==> src/rtl/seq_det_pkg.sv <==
// Shared types and reset defaults for the programmable sequence detector.
// Default pattern is the legacy "110" Mealy detector configuration.
package seq_det_pkg;

    localparam int unsigned DEF_PATTERN = 'b110;
    localparam int unsigned DEF_LEN     = 3;

    typedef enum logic {
        MEALY = 1'b0,
        MOORE = 1'b1
    } out_mode_t;

endpackage

==> src/rtl/seq_detector_param_sat_counter.sv <==
// Saturating up-counter with sticky saturation flag.
// Ports: clk, reset_n, inc_i, clr_i -> cnt_o (W bits), sat_o.
module sat_counter #(
    parameter int W = 16
) (
    input  logic         clk,
    input  logic         reset_n,
    input  logic         inc_i,
    input  logic         clr_i,
    output logic [W-1:0] cnt_o,
    output logic         sat_o
);

    logic [W-1:0] cnt_q, cnt_d;
    logic         sat_q, sat_d;

    always_comb begin
        cnt_d = cnt_q;
        sat_d = sat_q;
        if (clr_i) begin
            // A clear that coincides with an increment counts that event.
            cnt_d = {{(W-1){1'b0}}, inc_i};
            sat_d = 1'b0;
        end else if (inc_i && !(&cnt_q)) begin
            cnt_d = cnt_q + W'(1);
            sat_d = &cnt_d;
        end
    end

    always_ff @(posedge clk or negedge reset_n) begin
        if (!reset_n) begin
            cnt_q <= '0;
            sat_q <= 1'b0;
        end else begin
            cnt_q <= cnt_d;
            sat_q <= sat_d;
        end
    end

    assign cnt_o = cnt_q;
    assign sat_o = sat_q;

endmodule

==> src/rtl/seq_detector_param.sv <==
// Programmable serial pattern detector with run-time length, overlap and
// Mealy/Moore timing; counts matches in a saturating counter.
// Ports: clk, reset_n, cfg_load/pattern/len/overlap/moore, bit_valid,
//   bit_in, cnt_clr -> match, match_cnt, cnt_sat.
module seq_detector_param
    import seq_det_pkg::*;
#(
    parameter  int PAT_W = 8,
    parameter  int CNT_W = 16,
    localparam int LEN_W = $clog2(PAT_W + 1)
) (
    input  logic             clk,
    input  logic             reset_n,
    input  logic             cfg_load,
    input  logic [PAT_W-1:0] cfg_pattern,
    input  logic [LEN_W-1:0] cfg_len,
    input  logic             cfg_overlap,
    input  logic             cfg_moore,
    input  logic             bit_valid,
    input  logic             bit_in,
    input  logic             cnt_clr,
    output logic             match,
    output logic [CNT_W-1:0] match_cnt,
    output logic             cnt_sat
);

    logic [PAT_W-1:0] pat_q, pat_d;
    logic [LEN_W-1:0] len_q, len_d;
    logic             ovl_q, ovl_d;
    out_mode_t        mode_q, mode_d;
    logic [PAT_W-1:0] hist_q, hist_d;
    logic [LEN_W-1:0] fill_q, fill_d;
    logic             match_q, match_d;

    logic [PAT_W:0]   window;
    logic [PAT_W:0]   mask;
    logic             hit;

    // Newest bit joins the history on the right; the mask keeps only the
    // low len bits, so the top window bit never takes part in a compare.
    always_comb begin
        window = {hist_q, bit_in};
        mask   = '0;
        for (int i = 0; i <= PAT_W; i++) begin
            mask[i] = (i < int'(len_q));
        end
        hit = bit_valid && !cfg_load && (len_q != '0)
            && (fill_q >= len_q - LEN_W'(1))
            && (((window ^ {1'b0, pat_q}) & mask) == '0);
    end

    always_comb begin
        pat_d   = pat_q;
        len_d   = len_q;
        ovl_d   = ovl_q;
        mode_d  = mode_q;
        hist_d  = hist_q;
        fill_d  = fill_q;
        match_d = hit;
        if (cfg_load) begin
            pat_d   = cfg_pattern;
            len_d   = (cfg_len > LEN_W'(PAT_W)) ? LEN_W'(PAT_W) : cfg_len;
            ovl_d   = cfg_overlap;
            mode_d  = out_mode_t'(cfg_moore);
            hist_d  = '0;
            fill_d  = '0;
            match_d = 1'b0;
        end else if (bit_valid) begin
            hist_d = window[PAT_W-1:0];
            if (hit && !ovl_q) begin
                fill_d = '0;
            end else if (fill_q != LEN_W'(PAT_W)) begin
                fill_d = fill_q + LEN_W'(1);
            end
        end
    end

    always_ff @(posedge clk or negedge reset_n) begin
        if (!reset_n) begin
            pat_q   <= PAT_W'(DEF_PATTERN);
            len_q   <= LEN_W'(DEF_LEN);
            ovl_q   <= 1'b1;
            mode_q  <= MEALY;
            hist_q  <= '0;
            fill_q  <= '0;
            match_q <= 1'b0;
        end else begin
            pat_q   <= pat_d;
            len_q   <= len_d;
            ovl_q   <= ovl_d;
            mode_q  <= mode_d;
            hist_q  <= hist_d;
            fill_q  <= fill_d;
            match_q <= match_d;
        end
    end

    assign match = (mode_q == MOORE) ? match_q : hit;

    sat_counter #(
        .W (CNT_W)
    ) u_cnt (
        .clk     (clk),
        .reset_n (reset_n),
        .inc_i   (hit),
        .clr_i   (cnt_clr),
        .cnt_o   (match_cnt),
        .sat_o   (cnt_sat)
    );

endmodule

==> config.mk <==
export PLATFORM = sky130hd
export DESIGN_NAME = seq_detector_param
export DESIGN_NICKNAME = d
export VERILOG_FILES = /design/src/rtl/seq_det_pkg.sv /design/src/rtl/seq_detector_param_sat_counter.sv /design/src/rtl/seq_detector_param.sv
export SDC_FILE = /design/constraint.sdc
export NUM_CORES = 1
export LEC_CHECK = 0
export ABC_AREA = 1
export CAP_MARGIN = 30
export CELL_PAD_IN_SITES_DETAIL_PLACEMENT = 1
export CELL_PAD_IN_SITES_GLOBAL_PLACEMENT = 1
export CORE_UTILIZATION = 40
export CTS_CLUSTER_SIZE = 40
export DETAILED_ROUTE_END_ITERATION = 8
export GPL_TIMING_DRIVEN = 0
export PLACE_DENSITY_LB_ADDON = 0.1
export SYNTH_ARGS = -nofsm -noshare
export SYNTH_HDL_FRONTEND = slang
export SYNTH_SLANG_ARGS = --single-unit
export TNS_END_PERCENT = 30
==> constraint.sdc <==
create_clock -name clk -period 2.9 [get_ports clk]
set_input_delay 0.29 -clock clk [delete_from_list [all_inputs] [get_ports clk]]
set_output_delay 0.29 -clock clk [all_outputs]
set_load 0.05 [all_outputs]
==> flow_summary.toml <==
[status]
status = "complete, no violations"

[critical_path]
crit_slowest_cell = "dfstp_2"
worstSetupEndpointType = "output pin"
worstPathCellList = "inv_1, ha_1, nor2_1, nor2_1, ha_1, nand2_1, inv_1, nand3_1, nand3_2, nand4_4, o21ai_4, buf_6"
required_ns = 2.61
slowest_delay_ns = 0.55
critPathArrivalTime_ns = 2.42
rr_endpoint = "u_cnt.cnt_o[12]"
crit_family = "simple AND/OR/NAND/NOR gates"
crit_type = "reg2out"
start_kind = "flop"
ff2ff_path_depth = 16
r2r-start = "len_q[0]"
path_max_fanout = 4
path_buf_inv = 3
reg2reg_slack_ns = 0.39

[logic_synthesis]
syn_area_mm2 = 0.00259
synth.distinct_cells = 31
yosysMostFrequentCell = "nand2_1"
synth_mux_area_share_pct = 0
synth_area_leaders = "dfrtp_1 (38%), nand2_1 (15%), inv_1 (6.5%)"
synth_edf_count = 0
synth_ff_type = "dfrtp_1"
synthAdderAreaFrac_pct = 5.32
synth_common_cells = "nand2_1 (100), inv_1 (45), dfrtp_1 (39)"
synth_compound_area_share_pct = 8.13
ys_warn_count = 0
synth-xor-area-share_pct = 4.40
synth_fp_nets = 363
synth.top_cell.area_share_pct = 37.7
synth_top_area_cell = "dfrtp_1"
async_reset_ff_share_pct = 100
ys_ff_latch = 44
synth_top_family_by_area = "simple AND/OR/NAND/NOR gates"
ys_seq_area_share_pct = 42.8
synth_cells = 332
yosys.area_share.simple_pct = 30.7
avgSynthCellArea_um2 = 7.79

[power]
ir_worst_vdd_uv = 195
power_leakage_nw = 1.51
p_clk_share_pct = 34.6
combPwrFrac_pct = 16.5
swShare_pct = 28.1
power_w = 0.00139
p_int_w = 0.000998
pwr_density_cell_mw_per_mm2 = 430
p_switching_w = 0.000390
seq_power_share_pct = 48.8

[global_route]
grt-ovfl-total = 0
grtUsageTotal_pct = 22.4
grt_max_degree = 30
antenna_found_initial = 0
grt_pass1_wl_mm = 11.0
grt_pass1_vias = 2309

[routing]
drt_first_pass_iters = 4
ant_nets = 0
route.detailed.drc = 0
drt-total-wl_mm = 6.84
vias_per_cell = 5.03
wl_per_cell_um = 15.0
drtIter0Drc = 59
num_vias = 2293

[floorplan]
dieArea_mm2 = 0.00679
die-height_um = 82.4
rows = 28
start_util_pct = 42.7
die_w_um = 82.4
coreArea_mm2 = 0.00606
num_io_pins = 38

[clock_tree]
clk_pin_slew_worst_paths_ns = 0.09
htree_levels = 2
cts_tree = "built"
numCtsBuffers = 5
clkLatencyLatePin_ns = 0.30
cts.sinks = 44
cts_max_path_buffers = 2
ctsRootBufferMaster = "clkbuf_8"

[sta]
setup_viol = 0
grt_setup_unrepaired = "no"
finalCritPeriodShare_pct = 93.4
slew_headroom_pct = 65.9
clock.fmax_mhz = 369
hold_violations = 0
hold_slack_ns = 0.438
fin_setup_tns_ns = 0
worstMarginPinSlew_ns = 0.510
slew_viol_final = 0
finClkSkew_ns = 0.00401
period_needed_ns = 2.71

[placed_design]
place_hpwl_mm = 5.28
place.gp.congestion = 0.842
numPortBuffers = 37

[cells_and_area]
final_net_count = 411
drive_gt1_share_pct = 9.97
seq_area_mm2 = 0.00111
area_delta_synth_final_pct = 24.7
antennaDiodeCount = 0
n_fill_cell = 750
multi_input_area_mm2 = 0.00128

[job]
cap_violations = 0

[min_path]
hp-class = "in2async"
[per-layer routing]
metal  GRT usage (%)  part of all wire, %
met5               0                    0
met1            25.7                   42
met4            8.07                  2.1
met3            3.96                  3.4
met2            41.1                   53
[worst reg2reg max path: cells and delay by family, from the launching register on]
family,cells,cell delay [ns]
AO/OA/AOI/OAI,1,0.08
adder cells (fa/ha/maj),2,0.51
buffers and inverters,5,0.55
flip-flops,1,0.55
AND/OR/NAND/NOR,8,0.72
[placed cells by master, fill, tap and decap left out, types with 2 or more instances in the layout]
| master | instances |
|---|---|
| clkbuf_8 | 5 |
| a21oi_1 | 4 |
| o22ai_1 | 12 |
| dfstp_2 | 5 |
| nand4_1 | 5 |
| nand3_2 | 2 |
| nor2_2 | 5 |
| clkdlybuf4s50_1 | 35 |
| nor2_4 | 2 |
| dfrtp_1 | 39 |
| inv_2 | 2 |
| xnor2_1 | 3 |
| nor3_1 | 2 |
| nand4_4 | 2 |
| o21ai_0 | 15 |
| nand3_1 | 23 |
| xor2_1 | 10 |
| buf_6 | 3 |
| nand2_1 | 100 |
| nor2_1 | 27 |
| o21ai_1 | 4 |
| clkbuf_1 | 4 |
| ha_1 | 11 |
| inv_1 | 45 |
| buf_4 | 2 |
[sequential cells by signal, indices dropped and copies added, names as in the netlist]
register and flops:
len_q 4, pat_q 8, u_cnt.cnt_o 16, u_cnt.sat_o 1, match_q 1, hist_q 8, mode_q 1, ovl_q 1
fill_q 4
[cell families (layout without fill, tap and decap cells)]
| family | Yosys count | after routing |
|---|---|---|
| AND/OR/NAND/NOR | 172 | 172 |
| buffers and inverters | 54 | 103 |
| flip-flops | 44 | 44 |
| AO/OA/AOI/OAI | 38 | 38 |
| XOR/XNOR | 13 | 13 |
| adder cells (fa/ha/maj) | 11 | 11 |
[metrics by stage]
step	setup slack (ns)	util (%)	instance area, µm²	std cells
2_1_floorplan	0.218	-	2590	332
3_3_place_gp	-0.232	50.3	3050	444
3_5_place_dp	-0.257	50.6	3070	445
4_1_cts	0.00405	52.5	3180	454
5_1_grt	0.0445	53.2	3220	456
6_report	0.192	53.2	3220	456
[what timing repair did]
item	CTS	global route
setup endpoints to repair	1	1
resized for setup	6	5
buffers inserted	0	2
hold endpoints to repair	13	0
pin swaps	0	2
hold buffers	1	0
[worst max-delay path by stage]
stage | cells past startpoint | slack [ns] | to | from
2_1_floorplan | 11 | 0.22 | match | len_q[0]
3_3_place_gp | 12 | -0.23 | match | len_q[0]
3_5_place_dp | 12 | -0.26 | match | len_q[0]
4_1_cts | 12 | 0.004 | match | len_q[0]
5_1_grt | 12 | 0.04 | match | len_q[0]
6_report | 12 | 0.19 | match | len_q[0]
[power by group through the flow]
stage	clock (W)	sequential (W)	combinational, W
6_report	0.000481	0.000678	0.000230
5_1_grt	0.000512	0.000684	0.000265
4_1_cts	0.000493	0.000678	0.000227
3_5_place_dp	0	0.000689	0.000225
3_3_place_gp	0	0.000688	0.000210
2_1_floorplan	0	0.000681	0.000138
[final cells by class]
| cell class | count | area share [%] |
|---|---|---|
| plain buffers | 5 | 1.05 |
| well taps | 75 | 2.91 |
| repair buffers | 41 | 12.8 |
| flip-flops and latches | 44 | 34.3 |
| inverters | 49 | 5.86 |
| multi-input cells | 234 | 39.7 |
| clock inverters | 2 | 1.09 |
| clock buffers | 6 | 2.25 |
No activity file was read; power rests on OpenSTA's default activity.
